$ cat src/rtl/cpu_pkg.sv
// Shared types and constants for the CPU instruction fetch path.
package cpu_pkg;

    typedef enum logic [2:0] {
        IDLE,
        REQ,
        WAIT,
        OUT,
        DROP
    } fetch_state_t;

    localparam int INSTR_BYTES = 4;

endpackage

$ cat src/rtl/cpu_instr_fetch_if.sv
// Instruction memory and decode-side handshake bundle for the fetch unit.
interface cpu_instr_fetch_if #(
    parameter int ADDR_WIDTH = 32,
    parameter int DATA_WIDTH = 32
);

    logic                  mem_req_valid;
    logic                  mem_req_ready;
    logic [ADDR_WIDTH-1:0] mem_req_addr;
    logic                  mem_rsp_valid;
    logic [DATA_WIDTH-1:0] mem_rsp_data;
    logic                  instr_valid;
    logic                  instr_ready;
    logic [DATA_WIDTH-1:0] instr;
    logic [ADDR_WIDTH-1:0] instr_pc;

    modport master (
        output mem_req_valid,
        output mem_req_addr,
        input  mem_req_ready,
        input  mem_rsp_valid,
        input  mem_rsp_data,
        output instr_valid,
        output instr,
        output instr_pc,
        input  instr_ready
    );

    modport slave (
        input  mem_req_valid,
        input  mem_req_addr,
        output mem_req_ready,
        output mem_rsp_valid,
        output mem_rsp_data,
        input  instr_valid,
        input  instr,
        input  instr_pc,
        output instr_ready
    );

endinterface

$ cat src/rtl/cpu_instr_fetch.sv
// Instruction fetch FSM: one outstanding memory request, drives the external PC
// register, and discards responses that a redirect has made stale.
module cpu_instr_fetch
    import cpu_pkg::*;
#(
    parameter int ADDR_WIDTH = 32,
    parameter int DATA_WIDTH = 32
) (
    input  logic                  clk,
    input  logic                  rst_n,
    input  logic                  en,
    input  logic [ADDR_WIDTH-1:0] pc,
    output logic                  pc_ld,
    output logic [ADDR_WIDTH-1:0] pc_next,
    input  logic                  redirect_valid,
    input  logic [ADDR_WIDTH-1:0] redirect_pc,
    cpu_instr_fetch_if.master     bus
);

    fetch_state_t          state;
    fetch_state_t          state_next;
    fetch_state_t          resume;
    logic [DATA_WIDTH-1:0] instr_q;
    logic [ADDR_WIDTH-1:0] instr_pc_q;
    logic [ADDR_WIDTH-1:0] redirect_aligned;
    logic [ADDR_WIDTH-1:0] pc_inc;
    logic                  req_fire;
    logic                  rsp_take;
    logic                  req_valid_c;
    logic [ADDR_WIDTH-1:0] req_addr_c;
    logic                  instr_valid_c;

    assign redirect_aligned = redirect_pc & ~ADDR_WIDTH'(INSTR_BYTES - 1);
    assign pc_inc           = pc + ADDR_WIDTH'(INSTR_BYTES);
    assign req_fire         = (state == REQ) && bus.mem_req_ready;
    assign rsp_take         = (state == WAIT) && bus.mem_rsp_valid && !redirect_valid;

    always_ff @(posedge clk) begin
        if (!rst_n) begin
            state      <= IDLE;
            instr_q    <= '0;
            instr_pc_q <= '0;
        end else begin
            state <= state_next;
            if (req_fire) begin
                instr_pc_q <= pc;
            end
            if (rsp_take) begin
                instr_q <= bus.mem_rsp_data;
            end
        end
    end

    // After an abandoned or discarded transaction, resume fetching only while enabled.
    always_comb begin
        state_next    = state;
        resume        = en ? REQ : IDLE;
        pc_ld         = 1'b0;
        pc_next       = '0;
        req_valid_c   = 1'b0;
        req_addr_c    = '0;
        instr_valid_c = 1'b0;

        case (state)
            IDLE: begin
                if (en) begin
                    state_next = REQ;
                end
            end
            REQ: begin
                req_valid_c = 1'b1;
                req_addr_c  = pc;
                if (bus.mem_req_ready) begin
                    state_next = redirect_valid ? DROP : WAIT;
                end else if (redirect_valid) begin
                    state_next = resume;
                end
            end
            WAIT: begin
                if (redirect_valid) begin
                    state_next = bus.mem_rsp_valid ? resume : DROP;
                end else if (bus.mem_rsp_valid) begin
                    state_next = OUT;
                    pc_ld      = 1'b1;
                    pc_next    = pc_inc;
                end
            end
            OUT: begin
                instr_valid_c = 1'b1;
                if (redirect_valid || bus.instr_ready) begin
                    state_next = resume;
                end
            end
            DROP: begin
                if (bus.mem_rsp_valid) begin
                    state_next = resume;
                end
            end
            default: begin
                state_next = IDLE;
            end
        endcase

        if (redirect_valid) begin
            pc_ld   = 1'b1;
            pc_next = redirect_aligned;
        end

        // Outputs are forced quiet while reset is held, whatever the stale state says.
        if (!rst_n) begin
            state_next    = IDLE;
            pc_ld         = 1'b0;
            pc_next       = '0;
            req_valid_c   = 1'b0;
            req_addr_c    = '0;
            instr_valid_c = 1'b0;
        end
    end

    assign bus.mem_req_valid = req_valid_c;
    assign bus.mem_req_addr  = req_addr_c;
    assign bus.instr_valid   = instr_valid_c;
    assign bus.instr         = instr_q;
    assign bus.instr_pc      = instr_pc_q;

endmodule

$ cat src/flat_wrapper.sv
// flat-port wrapper written by rule: the top's interface ports become plain ports
module cpu_instr_fetch_flat import cpu_pkg::*;
#(
    parameter int ADDR_WIDTH = 32,
    parameter int DATA_WIDTH = 32
)
  (clk, rst_n, en, pc, pc_ld, pc_next, redirect_valid, redirect_pc, bus_mem_req_valid, bus_mem_req_addr, bus_mem_req_ready, bus_mem_rsp_valid, bus_mem_rsp_data, bus_instr_valid, bus_instr, bus_instr_pc, bus_instr_ready);
  cpu_instr_fetch_if #(.ADDR_WIDTH(ADDR_WIDTH), .DATA_WIDTH(DATA_WIDTH)) bus_i ();
  input  logic clk;
  input  logic rst_n;
  input  logic en;
  input  logic [ADDR_WIDTH-1:0] pc;
  output logic pc_ld;
  output logic [ADDR_WIDTH-1:0] pc_next;
  input  logic redirect_valid;
  input  logic [ADDR_WIDTH-1:0] redirect_pc;
  output wire logic [$bits(bus_i.mem_req_valid)-1:0] bus_mem_req_valid;
  output wire logic [$bits(bus_i.mem_req_addr)-1:0] bus_mem_req_addr;
  input wire logic [$bits(bus_i.mem_req_ready)-1:0] bus_mem_req_ready;
  input wire logic [$bits(bus_i.mem_rsp_valid)-1:0] bus_mem_rsp_valid;
  input wire logic [$bits(bus_i.mem_rsp_data)-1:0] bus_mem_rsp_data;
  output wire logic [$bits(bus_i.instr_valid)-1:0] bus_instr_valid;
  output wire logic [$bits(bus_i.instr)-1:0] bus_instr;
  output wire logic [$bits(bus_i.instr_pc)-1:0] bus_instr_pc;
  input wire logic [$bits(bus_i.instr_ready)-1:0] bus_instr_ready;
  assign bus_mem_req_valid = bus_i.mem_req_valid;
  assign bus_mem_req_addr = bus_i.mem_req_addr;
  assign bus_i.mem_req_ready = bus_mem_req_ready;
  assign bus_i.mem_rsp_valid = bus_mem_rsp_valid;
  assign bus_i.mem_rsp_data = bus_mem_rsp_data;
  assign bus_instr_valid = bus_i.instr_valid;
  assign bus_instr = bus_i.instr;
  assign bus_instr_pc = bus_i.instr_pc;
  assign bus_i.instr_ready = bus_instr_ready;
  cpu_instr_fetch #(.ADDR_WIDTH(ADDR_WIDTH), .DATA_WIDTH(DATA_WIDTH)) u_core (.clk(clk), .rst_n(rst_n), .en(en), .pc(pc), .pc_ld(pc_ld), .pc_next(pc_next), .redirect_valid(redirect_valid), .redirect_pc(redirect_pc), .bus(bus_i));
endmodule
$ cat config.mk
export PLATFORM = sky130hd
export DESIGN_NAME = cpu_instr_fetch_flat
export DESIGN_NICKNAME = d
export VERILOG_FILES = /design/src/rtl/cpu_pkg.sv /design/src/rtl/cpu_instr_fetch_if.sv /design/src/rtl/cpu_instr_fetch.sv /design/src/flat_wrapper.sv
export SDC_FILE = /design/constraint.sdc
export NUM_CORES = 1
export LEC_CHECK = 0
export ABC_AREA = 1
export CORE_MARGIN = 10
export CORE_UTILIZATION = 26
export DETAILED_ROUTE_END_ITERATION = 16
export SLEW_MARGIN = 20
export SYNTH_ARGS = -nofsm -noshare
export SYNTH_HDL_FRONTEND = slang
export SYNTH_SLANG_ARGS = --single-unit
$ cat constraint.sdc
create_clock -name clk -period 4.1 [get_ports clk]
set_input_delay 1.23 -clock clk [delete_from_list [all_inputs] [get_ports clk]]
set_output_delay 1.23 -clock clk [all_outputs]
set_load 0.005 [all_outputs]
---- After elaboration in Yosys (flattened, before gate mapping) ----
Index checks and enable logic that the tools add are counted.
word-level totals
  flip-flop bits (word level) ............. 67
  input port bits ......................... 103
cells by class
  add/subtract/negate cells ............... 1
  equal/unequal tests ..................... 9
  muxes and demuxes ....................... 25
  reduce and logical (&&, ||, !) cells .... 7
operators with widths
  kind                                                             number
  32-bit two-way mux                                               6
  32-bit by 3-bit adder with 32-bit output, second input constant  1
  3-bit two-way mux                                                9
  3-bit case mux with 5 select lines                               1
  1-bit two-way mux                                                9
  3-bit by 2-bit == test with 1-bit output, second input constant  2
  3-bit != test, second input constant                             2
  5-bit AND reduction                                              1
  2-bit != test, second input constant                             2
  3-bit by 1-bit == test with 1-bit output, second input constant  1
  3-bit == test, second input constant                             1
  1-bit logical AND                                                3
  3-bit zero test                                                  1
  2-bit by 1-bit != test with 1-bit output, second input constant  1
  1-bit zero test                                                  1
  1-bit logical OR                                                 1

---- Logic depth before layout (Yosys ltp) ----
  depth after elaboration ................. 5
  mapped depth ............................ 10

---- Least setup slack after synthesis ----
OpenSTA, ideal clock, no wires.
  path type ............................... input to output
  from .................................... input port pc[2]
  to ...................................... output port pc_next[22]
  arrival time ............................ 2.254 ns
  data required time ...................... 2.870 ns
  slack ................................... 0.616 ns
  stages .................................. 9
  buffers on the path ..................... 0
  path through ............................ ha_1 > nand2_1 > nor2_1 > nand2_1 > nor2_2 > nand2_1 > nand2_1 > nand3_1 > a21oi_1
on the way
  cells in the longest elaborated chain, start to end .. 5
RTL lines
  item                                      line                    source
  start: declaration                        flat_wrapper.sv:12      input logic [ADDR_WIDTH-1:0] pc;
  32-bit by 3-bit adder with 32-bit output  cpu_instr_fetch.sv:34   assign pc_inc = pc + ADDR_WIDTH'(INSTR_BYTES);
  32-bit two-way mux                        cpu_instr_fetch.sv:82   end else if (bus.mem_rsp_valid) begin
  32-bit two-way mux                        cpu_instr_fetch.sv:64   case (state)
  32-bit two-way mux                        cpu_instr_fetch.sv:104  if (redirect_valid) begin
  32-bit two-way mux                        cpu_instr_fetch.sv:110  if (!rst_n) begin
  end: declaration                          flat_wrapper.sv:14      output logic [ADDR_WIDTH-1:0] pc_next;
Every way passes these cells.

---- Final worst setup path ----
  from .................................... input port rst_n
  to ...................................... output port bus_mem_req_addr[5]
on the way
  cells in the longest elaborated chain, start to end .. 1
RTL lines
  item                line                    source
  start: declaration  flat_wrapper.sv:10      input logic rst_n;
  32-bit two-way mux  cpu_instr_fetch.sv:110
  end: declaration    flat_wrapper.sv:18      output wire logic [$bits(bus_i.mem_req_addr)-1:0] bus_mem_req_addr;
Every way passes these cells.

==> flow_metrics.py <==
metrics = {
    "status": {
        "outcome": "completed",
    },
    "layout": {
        "postLayoutCellArea_um2": 7550,
        "areaGrowthSynthToFinish_pct": 93.0,
        "drive_gt1_frac": 0.180,
        "final_common_cell": "nand2_1",
        "final_cell_mix": "181 x nand2_1, 151 x clkdlybuf4s50_1, 98 x a21oi_1",
        "post-route-util": 0.516,
        "nets": 1060,
    },
    "logic_synthesis": {
        "syn_area_um2": 3920,
        "ys_warn_count": 0,
        "synth.net_count": 757,
        "synthCells": 653,
        "syn_avg_cell_area_um2": 6.00,
        "ys_types": 25,
        "synth_seq_cells": 67,
        "synth_seq_area_share": 0.343,
    },
    "drt": {
        "wirelength_um": 19100,
        "ant_nets": 0,
        "vias_per_cell": 4.57,
        "routedWlPerCell_um": 16.7,
        "drc_errors": 0,
        "dr_total_vias": 5241,
        "drt_iter0_markers": 258,
        "drt_first_pass_iters": 4,
    },
    "job": {
        "drv_cap": 0,
    },
    "clock_network": {
        "cts_sinks": 67,
        "clk_pin_slew_ns": 0.06,
        "cts-htree-levels": 3,
        "cts_buffers": 9,
        "clock_latency_ns": 0.35,
        "clockBufferDepth": 2,
        "clock-root-buffer": "clkbuf_16",
        "ctsHoldBuffers": 0,
        "cts_tree": "yes",
    },
    "placement": {
        "dpl.hpwl_um": 14700,
        "place.port_buffers": 231,
        "dp_slack_ns": -0.703,
        "dpl_cell_area_um2": 6940,
        "place.gp.congestion": 0.891,
    },
    "critical_path": {
        "setup.worst_path.end": "bus_mem_req_addr[5]",
        "cp_slowest_stage_delay_ns": 0.52,
        "critical_path.most_common_cell": "clkdlybuf4s50_1",
        "crit_required_ns": 2.87,
        "worstSetupStartpoint": "rst_n",
        "critPathBufInv": 5,
        "start_kind": "input pin",
        "end_kind": "primary output",
        "arrival_ns": 2.81,
        "reg2reg_slack_ns": 2.19,
        "worstReg2RegEnd": "u_core.bus.instr_pc[16]",
        "reg2reg_depth": 7,
        "cp_num_cells": 7,
        "crit_family": "buffers and inverters",
        "critical_path_class": "in2out",
        "reg2reg_from": "u_core.state[0]",
        "critPathMaxFanout": 9,
        "path_cells": "clkdlybuf4s50_1 > inv_2 > nor2_2 > inv_1 > buf_4 > nor2_1 > clkdlybuf4s50_1",
        "slowest_stage": "clkdlybuf4s50_1",
    },
    "sta": {
        "finalSetupViolCount": 0,
        "worst_pin_slew_ns": 0.602,
        "rsz0062_at_grt": "yes",
        "slew_violations": 0,
        "max_freq_ghz": 0.248,
        "setup_slack_ns": 0.0607,
        "slew-limit-headroom": 0.599,
        "hold_viol": 0,
        "fin_crit_sh": 0.985,
        "clock_skew_ns": 0.0115,
        "min_period_ns": 4.04,
    },
    "global_route": {
        "grt_first_pass_wirelength_um": 29100,
        "grt_pass1_vias": 5160,
        "gr-usage-all-layers": 0.183,
        "grt_max_degree": 64,
        "antenna_found_initial": 1,
        "grt-ovfl-total": 0,
    },
    "min_path": {
        "hold_class": "reg2reg",
    },
    "floorplan": {
        "start_util": 0.267,
        "dieWidth_um": 143,
        "ios": 234,
        "die_h_um": 143,
        "core_um2": 14600,
        "die-area_um2": 20400,
        "rows": 44,
    },
    "power": {
        "internal_power_mw": 1.41,
        "combPwrFrac": 0.248,
        "leakage_nw": 3.67,
        "power_density_nw_per_um2": 264,
        "finalPower_mw": 1.99,
        "clockPowerShare": 0.396,
        "power.share.sequential": 0.356,
        "power.net_switching_mw": 0.587,
        "ir_drop_uv": 213,
        "swShare": 0.294,
    },
}
power groups by stage:
| stage | clock [mW] | combinational (mW) | sequential [mW] |
|---|---|---|---|
| floorplan | 0 | 0.160 | 0.726 |
| global placement | 0 | 0.497 | 0.724 |
| detailed placement | 0 | 0.500 | 0.724 |
| CTS | 0.812 | 0.497 | 0.710 |
| global route | 0.833 | 0.543 | 0.715 |
| finish | 0.788 | 0.494 | 0.710 |
per-layer routing:
| metal | vias to the layer above | wire length [µm] | part of all wire | GRT usage |
|---|---|---|---|---|
| met5 | - | 0 | 0 | 0 |
| met4 | 0 | 299 | 0.016 | 0.0489 |
| met3 | 18 | 1510 | 0.079 | 0.0643 |
| met2 | 165 | 9020 | 0.47 | 0.302 |
| met1 | 2345 | 8330 | 0.43 | 0.220 |
| li1 | 2713 | - | - | - |
worst min-delay path by stage:
| stage | from | endpoint | slack (ns) | cells after the start |
|---|---|---|---|---|
| after floorplan | u_core.bus.instr[31] | u_core.bus.instr[31] | 0.46 | 2 |
| after global placement | u_core.bus.instr[6] | u_core.bus.instr[6] | 0.45 | 2 |
| after detailed placement | u_core.bus.instr[8] | u_core.bus.instr[8] | 0.45 | 2 |
| after CTS | u_core.bus.instr[2] | u_core.bus.instr[2] | 0.46 | 2 |
| after global routing | u_core.bus.instr[1] | u_core.bus.instr[1] | 0.48 | 2 |
| final | u_core.bus.instr[3] | u_core.bus.instr[3] | 0.46 | 2 |
Yosys cell counts (all sizes together):
library cell	number	area share
nand3	42	0.057
o21ai	47	0.060
o211ai	2	0.0038
clkinv	2	0.0032
ha	1	0.0032
clkbuf	18	0.017
nor3	4	0.011
a21oi	103	0.14
nand4	3	0.0048
nand2	195	0.19
inv	61	0.058
dfxtp	67	0.34
nor2	93	0.090
xor2	1	0.0022
buf	14	0.024
kinds of logic after synthesis:
logic type	count (synthesis)	synth area share
flops	67	0.343
simple gates	337	0.349
xor+xnor	1	0.00224
buf+inv	95	0.103
fa+ha+maj	1	0.00320
compound gates	152	0.199
repair_timing:
action	4_1_cts	5_1_grt
setup endpoints to repair	32	53
pin swaps	5	8
setup buffers	7	6
gates resized for setup	87	72
gates cloned	0	1
layout make-up:
cell class / count / area (µm²)
Fill cell: 1515 / 7090
Timing Repair Buffer: 323 / 3090
Multi-Input combinational cell: 491 / 2340
Sequential cell: 67 / 1340
Clock buffer: 11 / 253
Inverter: 63 / 249
Tap cell: 184 / 230
Clock inverter: 5 / 42.5
Timing Repair inverter: 1 / 8.76
Antenna cell: 1 / 2.50
registers in the layout (all words and copies together) (netlist names):
register / flops
u_core.bus.instr: 32
u_core.bus.instr_pc: 32
u_core.state: 3
worst register-to-register path, delay by kind of cell (launching register included):
family / cells / cell delay, ns
compound gates: 2 / 0.35
simple gates: 2 / 0.45
buf+inv: 3 / 0.62
flops: 1 / 0.44
through the flow:
| step | cells | hold slack (ns) | TNS, ns |
|---|---|---|---|
| after floorplan | 653 | 0.460 | 0 |
| after global placement | 1115 | 0.450 | -16.05 |
| after detailed placement | 1115 | 0.455 | -16.24 |
| after CTS | 1138 | 0.463 | -0.180 |
| after global routing | 1146 | 0.476 | -0.0511 |
| final | 1146 | 0.460 | 0 |
(Power assumes the default switching activity.)
